[src/rtl/qspi_tx_byte_fifo_if.sv]
// Bundle of DMA write, status and serializer byte handshake signals for the QSPI TX FIFO.
// slave = FIFO side, master = DMA/serializer (or bench) side.
interface qspi_tx_byte_fifo_if #(
    parameter int LEVEL_WIDTH = 5
);
    logic                   flush_i;
    logic                   msb_first_i;
    logic [31:0]            wr_data_i;
    logic                   wr_en_i;
    logic [LEVEL_WIDTH-1:0] level_o;
    logic                   full_o;
    logic                   empty_o;
    logic                   overflow_o;
    logic [7:0]             byte_o;
    logic                   byte_valid_o;
    logic                   byte_ready_i;

    modport slave (
        input  flush_i, msb_first_i, wr_data_i, wr_en_i, byte_ready_i,
        output level_o, full_o, empty_o, overflow_o, byte_o, byte_valid_o
    );

    modport master (
        output flush_i, msb_first_i, wr_data_i, wr_en_i, byte_ready_i,
        input  level_o, full_o, empty_o, overflow_o, byte_o, byte_valid_o
    );
endinterface

[src/rtl/qspi_tx_byte_fifo.sv]
// Word-in / byte-out TX FIFO: 32-bit DMA words in, head word served a byte at a time.
// A word is popped only when its 4th byte is handed off, so level counts partial words.
module qspi_tx_byte_fifo #(
    parameter int DEPTH       = 16,
    parameter int LEVEL_WIDTH = 5
) (
    input  logic               clk,
    input  logic               resetn,
    qspi_tx_byte_fifo_if.slave bus
);
    localparam int PTR_W = $clog2(DEPTH);

    logic [31:0]            r_mem [DEPTH];
    logic [PTR_W-1:0]       r_wr_ptr;
    logic [PTR_W-1:0]       r_rd_ptr;
    logic [LEVEL_WIDTH-1:0] r_level;
    logic [1:0]             r_byte_idx;
    logic                   r_overflow;

    logic                   w_full;
    logic                   w_empty;
    logic                   w_wr_acc;
    logic                   w_xfer;
    logic                   w_pop;
    logic [1:0]             w_sel;
    logic [3:0][7:0]        w_lanes;

    // Status comes only from the registered level: no path from wr_en/ready.
    assign w_full   = (r_level == LEVEL_WIDTH'(DEPTH));
    assign w_empty  = (r_level == '0);
    assign w_wr_acc = bus.wr_en_i & ~w_full & ~bus.flush_i;
    assign w_xfer   = ~w_empty & bus.byte_ready_i & ~bus.flush_i;
    assign w_pop    = w_xfer & (r_byte_idx == 2'd3);

    assign w_lanes  = r_mem[r_rd_ptr];
    assign w_sel    = bus.msb_first_i ? (2'd3 - r_byte_idx) : r_byte_idx;

    assign bus.level_o      = r_level;
    assign bus.full_o       = w_full;
    assign bus.empty_o      = w_empty;
    assign bus.overflow_o   = r_overflow;
    assign bus.byte_valid_o = ~w_empty;
    assign bus.byte_o       = w_empty ? 8'h00 : w_lanes[w_sel];

    // Storage is deliberately left out of reset.
    always_ff @(posedge clk) begin
        if (w_wr_acc) r_mem[r_wr_ptr] <= bus.wr_data_i;
    end

    always_ff @(posedge clk or negedge resetn) begin
        if (!resetn) begin
            r_wr_ptr   <= '0;
            r_rd_ptr   <= '0;
            r_level    <= '0;
            r_byte_idx <= '0;
            r_overflow <= 1'b0;
        end else if (bus.flush_i) begin
            r_wr_ptr   <= '0;
            r_rd_ptr   <= '0;
            r_level    <= '0;
            r_byte_idx <= '0;
            r_overflow <= 1'b0;
        end else begin
            if (w_wr_acc) r_wr_ptr <= r_wr_ptr + PTR_W'(1);
            if (bus.wr_en_i && w_full) r_overflow <= 1'b1;
            if (w_xfer) begin
                r_byte_idx <= r_byte_idx + 2'd1;
                if (w_pop) r_rd_ptr <= r_rd_ptr + PTR_W'(1);
            end
            case ({w_wr_acc, w_pop})
                2'b10:   r_level <= r_level + LEVEL_WIDTH'(1);
                2'b01:   r_level <= r_level - LEVEL_WIDTH'(1);
                default: r_level <= r_level;
            endcase
        end
    end
endmodule

[src/flat_wrapper.sv]
// flat-port wrapper written by rule: the top's interface ports become plain ports
module qspi_tx_byte_fifo_flat 
#(
    parameter int DEPTH       = 16,
    parameter int LEVEL_WIDTH = 5
)
  (clk, resetn, bus_flush_i, bus_msb_first_i, bus_wr_data_i, bus_wr_en_i, bus_byte_ready_i, bus_level_o, bus_full_o, bus_empty_o, bus_overflow_o, bus_byte_o, bus_byte_valid_o);
  qspi_tx_byte_fifo_if #(.LEVEL_WIDTH(LEVEL_WIDTH)) bus_i ();
  input  logic clk;
  input  logic resetn;
  input wire logic [$bits(bus_i.flush_i)-1:0] bus_flush_i;
  input wire logic [$bits(bus_i.msb_first_i)-1:0] bus_msb_first_i;
  input wire logic [$bits(bus_i.wr_data_i)-1:0] bus_wr_data_i;
  input wire logic [$bits(bus_i.wr_en_i)-1:0] bus_wr_en_i;
  input wire logic [$bits(bus_i.byte_ready_i)-1:0] bus_byte_ready_i;
  output wire logic [$bits(bus_i.level_o)-1:0] bus_level_o;
  output wire logic [$bits(bus_i.full_o)-1:0] bus_full_o;
  output wire logic [$bits(bus_i.empty_o)-1:0] bus_empty_o;
  output wire logic [$bits(bus_i.overflow_o)-1:0] bus_overflow_o;
  output wire logic [$bits(bus_i.byte_o)-1:0] bus_byte_o;
  output wire logic [$bits(bus_i.byte_valid_o)-1:0] bus_byte_valid_o;
  assign bus_i.flush_i = bus_flush_i;
  assign bus_i.msb_first_i = bus_msb_first_i;
  assign bus_i.wr_data_i = bus_wr_data_i;
  assign bus_i.wr_en_i = bus_wr_en_i;
  assign bus_i.byte_ready_i = bus_byte_ready_i;
  assign bus_level_o = bus_i.level_o;
  assign bus_full_o = bus_i.full_o;
  assign bus_empty_o = bus_i.empty_o;
  assign bus_overflow_o = bus_i.overflow_o;
  assign bus_byte_o = bus_i.byte_o;
  assign bus_byte_valid_o = bus_i.byte_valid_o;
  qspi_tx_byte_fifo #(.DEPTH(DEPTH), .LEVEL_WIDTH(LEVEL_WIDTH)) u_core (.clk(clk), .resetn(resetn), .bus(bus_i));
endmodule
[config.mk]
export PLATFORM = sky130hd
export DESIGN_NAME = qspi_tx_byte_fifo_flat
export DESIGN_NICKNAME = d
export VERILOG_FILES = /design/src/rtl/qspi_tx_byte_fifo_if.sv /design/src/rtl/qspi_tx_byte_fifo.sv /design/src/flat_wrapper.sv
export SDC_FILE = /design/constraint.sdc
export NUM_CORES = 1
export LEC_CHECK = 0
export ABC_AREA = 1
export CORE_ASPECT_RATIO = 1.2
export CORE_MARGIN = 2
export CORE_UTILIZATION = 30
export CTS_CLUSTER_SIZE = 8
export DETAILED_ROUTE_END_ITERATION = 12
export HOLD_SLACK_MARGIN = 0.06
export SYNTH_ARGS = -nofsm -noshare
export SYNTH_HDL_FRONTEND = slang
export SYNTH_SLANG_ARGS = --single-unit
[constraint.sdc]
create_clock -name clk -period 6.7 [get_ports clk]
set_input_delay 2.01 -clock clk [delete_from_list [all_inputs] [get_ports clk]]
set_output_delay 2.01 -clock clk [all_outputs]
set_load 0.005 [all_outputs]
==> results of run 1 <==
==> metal layers <==
| metal | vias up | part of all wire [%] | track usage, % |
|---|---|---|---|
| met1 | 7012 | 41 | 19.8 |
| li1 | 6600 | - | - |
| met3 | 108 | 5.9 | 2.38 |
| met2 | 484 | 50 | 26.6 |
| met5 | - | 0.054 | 0 |
| met4 | 6 | 2.9 | 5.90 |
==> cell usage in the layout, fill, tap and decap left out, drive strengths merged <==
cell           instances
nand2                648
edfxtp               512
nand3                386
clkbuf                89
clkdlybuf4s50         54
a21oi                 51
buf                   43
nor2                  38
inv                   31
o21ai                 18
dfrtp                 16
o211ai                12
o31ai                  8
ha                     8
nor3                   5
clkinv                 2
xnor2                  2
o21bai                 1
o22ai                  1
nand4                  1
==> power breakdown <==
part	internal (mW)	switching [mW]
clock	2.06	1.30
combinational	0.171	0.274
sequential	3.66	0.0277
==> logic make-up (layout without fill, tap and decap cells) <==
group / Yosys count / in the layout / synth area share, %
AO/OA/AOI/OAI: 91 / 91 / 2.37
XOR/XNOR: 2 / 2 / 0.0806
adder cells (fa/ha/maj): 8 / 8 / 0.461
buffers and inverters: 137 / 219 / 3.34
flip-flops: 528 / 528 / 72.6
AND/OR/NAND/NOR: 1078 / 1078 / 21.2
==> worst register-to-register path, cell delays in order, from the launching register on <==
cell and delay, ns:
dfrtp_1 0.47, nor2_2 0.09, nand3_2 0.09, nand2_2 0.11, inv_1 0.09, nand2_1 0.17
inv_1 0.17, nand2_1 0.25, nor2_4 0.69, buf_4 0.45
==> area by class of cell <==
class                      instances  area [um2]  area share (%)
clock inverter                     4        53.8           0.212
clock buffer                      89        1990            7.84
tap                              935        1170            4.60
multi-input combinational       1179        5350            21.0
timing repair buffer              97         951            3.74
inverter                          29         119           0.468
sequential                       528       15800            62.1
==> state kept, by name (all words and copies together) (netlist names) <==
register and cells:
u_core.bus.level_o 5, u_core.bus.overflow_o 1, u_core.r_byte_idx 2, u_core.r_mem 512
u_core.r_rd_ptr 4, u_core.r_wr_ptr 4
==> path summary, 6_finish.rpt <==
path	from	to	slack, ns	depth (start not counted)
max	bus_msb_first_i	bus_byte_o[4]	0.31	7
min	u_core.bus.overflow_o	u_core.bus.overflow_o	0.51	2
max reg2reg	u_core.bus.level_o[0]	u_core.r_mem[2][19]	3.75	9
min reg2reg	u_core.bus.overflow_o	u_core.bus.overflow_o	0.51	2
max in group asynchronous	resetn	u_core.r_rd_ptr[0]	4.22	1
min in group asynchronous	resetn	u_core.bus.overflow_o	1.88	1
==> synth_stat cells (12+ instances only) <==
library cell | number | area share (%)
o21ai_0 | 18 | 0.41
buf_2 | 42 | 0.97
inv_1 | 24 | 0.41
buf_4 | 23 | 0.79
buf_1 | 13 | 0.22
o211ai_1 | 12 | 0.41
nor2_1 | 34 | 0.59
a21oi_1 | 51 | 1.2
edfxtp_1 | 512 | 71
dfrtp_1 | 16 | 1.8
clkbuf_1 | 21 | 0.36
nand2_1 | 644 | 11
nand3_1 | 383 | 8.8
==> stage by stage <==
| step | cell area (um2) | utilization, % | setup slack [ns] |
|---|---|---|---|
| final | 25400 | 35.3 | 0.311 |
| after global routing | 25400 | 35.3 | 0.199 |
| after detailed placement | 23400 | 32.4 | 0.365 |
| after floorplan | 21700 | - | 1.67 |
| after CTS | 25400 | 35.3 | 0.349 |
| after global placement | 23400 | 32.4 | 0.419 |
==> parameters.txt, run 1 <==
Parameter                              Value

Run status
  Run status ... finished clean

Final layout
  Fill cell instance count of the final layout ... 6870
  Number of non-filler instances in the completed layout ... 2861
  Synthesis-to-finish area growth ... 17.0%
  Fraction of layout instances using a drive strength above 1 ... 8.46%
  Antenna Diode Count ... 0
  Number of nets in the layout ... 1956

GRT
  Via count of the first global-routing pass ... 13900
  Gr ovfl total ... 0
  Global-route wire length before repair ... 87.5 mm
  Initial antenna violation count ... 4
  Maximum number of pins on one net before global-route repair ... 139
  Global-route usage over all layers ... 15.5%

Critical path
  Top cell by count, worst path ... clkdlybuf4s50_1
  Slowest library cell on the worst path ... xnor2_1
  Critical path fanouts, max ... 9
  Critical path capture point type ... primary output
  Cells along the critical path ... clkdlybuf4s50_1 > xnor2_1 > inv_1 > o211ai_1 > a21oi_1 > buf_4 > clkdlybuf4s50_1
  Data arrival time of the worst path ... 4.38 ns
  Delay contributed by the slowest stage of the critical path ... 0.65 ns
  Start-to-end type of the worst setup path ... input pin to primary output
  Data required time of the worst path ... 4.69 ns
  Buffers and inverters on the worst path ... 4
  Startpoint type of the worst setup path ... input pin
  Worst path top cell family by delay ... buffers and inverters

Yosys
  EDFF count, synth ... 512
  Sequential-to-total area share from yosys stat ... 72.6%
  Synthesized area per cell ... 11.8 um2
  Ys flop type ... edfxtp_1
  Synthesized netlist cell count ... 1844
  Fraction of synthesis flops using an asynchronous set or reset pin ... 3.03%
  Number of distinct library cells after synthesis ... 30
  Warning count from the yosys run ... 0
  Syn_nets ... 1890
  Post-synth design cell area ... 21700 um2
  Synthesized flop and latch total ... 528

Clocking
  CTS HTree Levels ... 3
  Clock tree from TritonCTS ... done
  Worst-skew pair later-pin latency ... 0.61 ns
  Number of CTS-inserted buffers ... 75
  Post-CTS resize count ... 0
  Clock root buffer ... clkbuf_16
  Clock input transition at the sequential cells of the worst setup and hold paths ... 0.05 ns
  Sinks on Clock Net ... 528
  Post-CTS setup-driven buffer insertion count ... 0
  Post-CTS Hold Buffers ... 0
  Maximum number of buffers from clock root to sink ... 3

Route
  First-pass DRT Iterations ... 8
  Detailed-route wire length per cell ... 20.3 um
  Per-cell via count in the routed design ... 4.97
  Starting DRT DRC Count ... 1353
  Detailed-route wire length ... 57.9 mm
  Drt drc ... 0
  Antenna Violating Nets Remaining ... 0
  Routed vias ... 14200

STA
  Min cycle time layout ... 6.39 ns
  Endpoints failing setup ... 0
  Final setup skew ... 0.0199 ns
  Worst-Margin Slew ... 1.03 ns
  Final critical-path share of the clock period ... 95.4%
  Setup TNS ... 0 ns
  Maximum clock frequency ... 157 MHz
  Final Hold Violating Endpoints ... 0
  Number of pins exceeding their max-slew limit in the final report ... 0
  RSZ-0062 raised after global routing ... no
  Slew HR ... 31.6%
  Post-Route Hold Slack ... 0.509 ns

Floorplan
  Vertical die dimension ... 299 um
  Die width ... 250 um
  Die footprint ... 74600 um2
  I/O pin total ... 55
  Standard-cell row count ... 108
  Core box area ... 72000 um2
  Effective utilization at floorplan ... 30.2%

Job
  # Max-Cap Violations ... 0

Power
  Worst supply voltage drop on vdd ... 0.161 mV
  Total power consumption of the routed design ... 7.50 mW
  Cell area power density ... 295 nW/um2
  Leakage power of the design ... 8.97 nW

Place
  Weighted congestion at the end of routability-driven global placement ... 0.823
  Detailed placement HPWL ... 32.6 mm
  Number of I/O port buffers ... 54
  Dpl cells ... 2768

Worst hold path
  Worst hold path class ... flip-flop to flip-flop
(Power assumes the default switching activity.)
==> inputs of run 2 (changes only) <==
Settings changed: CTS_CLUSTER_SIZE 8 to 30.
==> run 2 against run 1 <==
  * Die area unchanged
  * Sequential power about the same
  * Design area down 1.9%
  * Global-route usage fell by 0.21 points
  * Hold slack better by 0.0053 ns
  * Non-clock buffer count stayed put
  * Count of clock-buffer cells in the layout decreased by 25
  * Clock power fell by 18%
  * Sequential share of layout area is 1.2 points higher
  * Highest routed layer unchanged
==> parameters.txt, run 2 (synthesis results as in run 1) <==
Parameter                              Value

Run status
  Run status ... finished clean

Final layout
  Number of nets in the layout ... 1932
  Antenna Diode Count ... 0
  Commonest cells after routing, fill and taps aside ... nand2_1 (644), edfxtp_1 (512), nand3_1 (383)
  Number of flip-flops under the largest register name ... 512
  Synthesis-to-finish area growth ... 14.8%
  Register bank with the most flops ... u_core.r_mem
  Fill cell instance count of the final layout ... 6937
  Fraction of layout instances using a drive strength above 1 ... 7.90%
  Most frequent standard cell in the layout excluding fill and tap cells ... nand2_1

Floorplan
  Effective utilization at floorplan ... 30.2%
  Die width ... 250 um
  Core box area ... 72000 um2
  Standard-cell row count ... 108
  Die footprint ... 74600 um2
  I/O pin total ... 55
  Vertical die dimension ... 299 um

Critical path
  Critical path capture point type ... primary output
  Critical path fanouts, max ... 9
  Data arrival time of the worst path ... 4.34 ns
  Timing endpoint of the critical path ... bus_byte_o[4]
  Flop-to-flop setup slack ... 3.79 ns
  Data required time of the worst path ... 4.69 ns
  Start of the worst register-to-register path ... u_core.bus.level_o[0]
  Setup crit start ... bus_msb_first_i
  End of the worst register-to-register path ... u_core.r_mem[5][19]
  Start-to-end type of the worst setup path ... input pin to primary output
  Startpoint type of the worst setup path ... input pin
  Worst r2r path cells ... 9

Clocking
  Post-CTS setup-driven buffer insertion count ... 0
  Post-CTS resize count ... 0
  Sinks on Clock Net ... 528
  Clock root buffer ... clkbuf_16
  Clock tree from TritonCTS ... done
  Clock input transition at the sequential cells of the worst setup and hold paths ... 0.06 ns
  Post-CTS Hold Buffers ... 0
  Worst-skew pair later-pin latency ... 0.60 ns
  Number of CTS-inserted buffers ... 51
  Maximum number of buffers from clock root to sink ... 3
  CTS HTree Levels ... 2

Worst hold path
  HP Start ... u_core.bus.overflow_o
  Worst hold path class ... flip-flop to flip-flop

Route
  Per-cell via count in the routed design ... 4.92
  Routed vias ... 14100
  Antenna Violating Nets Remaining ... 0
  First-pass DRT Iterations ... 5
  Detailed-route wire length ... 57.2 mm
  Detailed-route wire length per cell ... 20.0 um
  Starting DRT DRC Count ... 1363
  Drt drc ... 0

Power
  Cell area power density ... 275 nW/um2
  Worst supply voltage drop on vdd ... 0.188 mV
  Leakage power of the design ... 8.74 nW

GRT
  Maximum number of pins on one net before global-route repair ... 139
  Gr ovfl total ... 0
  Initial antenna violation count ... 4
  Global-route wire length before repair ... 86.7 mm
  Global-route usage over all layers ... 15.3%
  Via count of the first global-routing pass ... 13600

STA
  Final setup skew ... 0.0255 ns
  Number of pins exceeding their max-slew limit in the final report ... 0
  Setup TNS ... 0 ns
  Post-Route Hold Slack ... 0.514 ns
  Final Hold Violating Endpoints ... 0
  Maximum clock frequency ... 157 MHz
  RSZ-0062 raised after global routing ... no
  Min cycle time layout ... 6.35 ns
  Worst-Margin Slew ... 0.996 ns
  Slew HR ... 33.6%
  Final critical-path share of the clock period ... 94.8%
  Endpoints failing setup ... 0

Place
  Detailed placement HPWL ... 32.6 mm
  Weighted congestion at the end of routability-driven global placement ... 0.823
  Number of I/O port buffers ... 54

Job
  # Max-Cap Violations ... 0
[run 2: changes by cell type in the layout (fill, tap and decap cells not counted), sizes merged]
cell / change
bufinv: +3
clkbuf: -25
clkinv: +19
clkinvlp: +1
[run 2: final cells by class]
type	count	area (um2)	share of cell area, %
Sequential cell	528	15800	63.3
Clock buffer	64	1330	5.31
Timing Repair Buffer	97	951	3.81
Tap cell	935	1170	4.69
Inverter	29	119	0.477
Clock inverter	27	241	0.968
Multi-Input combinational cell	1179	5350	21.4
[run 2: how the worst min path moves through the flow]
stage	endpoint	cells after the start
floorplan	u_core.bus.overflow_o	2
CTS	u_core.bus.overflow_o	2
finish	u_core.bus.overflow_o	2
detailed placement	u_core.bus.overflow_o	2
global placement	u_core.bus.overflow_o	2
global route	u_core.bus.overflow_o	2
[run 2: metrics by stage]
step	cells	power (mW)	setup slack, ns	util, %	instance area [um2]
after CTS	2859	6.92	0.349	34.6	24900
after floorplan	1844	3.94	1.67	-	21700
final	2859	6.87	0.350	34.6	24900
after global routing	2859	7.10	0.196	34.6	24900
after detailed placement	2768	4.20	0.365	32.4	23400
after global placement	2768	4.18	0.419	32.4	23400
[run 2: worst max-delay path: stages]
cell and delay, ns:
clkdlybuf4s50_1 0.48, xnor2_1 0.62, inv_1 0.32, o211ai_1 0.18
a21oi_1 0.10, buf_4 0.18, clkdlybuf4s50_1 0.44
[run 2: power by group]
part           internal, mW  leakage, nW  total, mW  switching (mW)
Combinational         0.171         3.15      0.446           0.275
Sequential             3.65         4.82       3.68          0.0279
Clock                  1.52        0.768       2.74            1.22
Total                  5.35         8.74       6.87            1.52
[run 2: routing by layer]
metal | vias up | track usage [%] | part of all wire (%)
li1 | 6567 | - | -
met1 | 6945 | 19.9 | 42
met2 | 440 | 26.2 | 50
met3 | 113 | 2.00 | 5.2
met4 | 4 | 5.48 | 3.3
met5 | - | 0 | 0.040
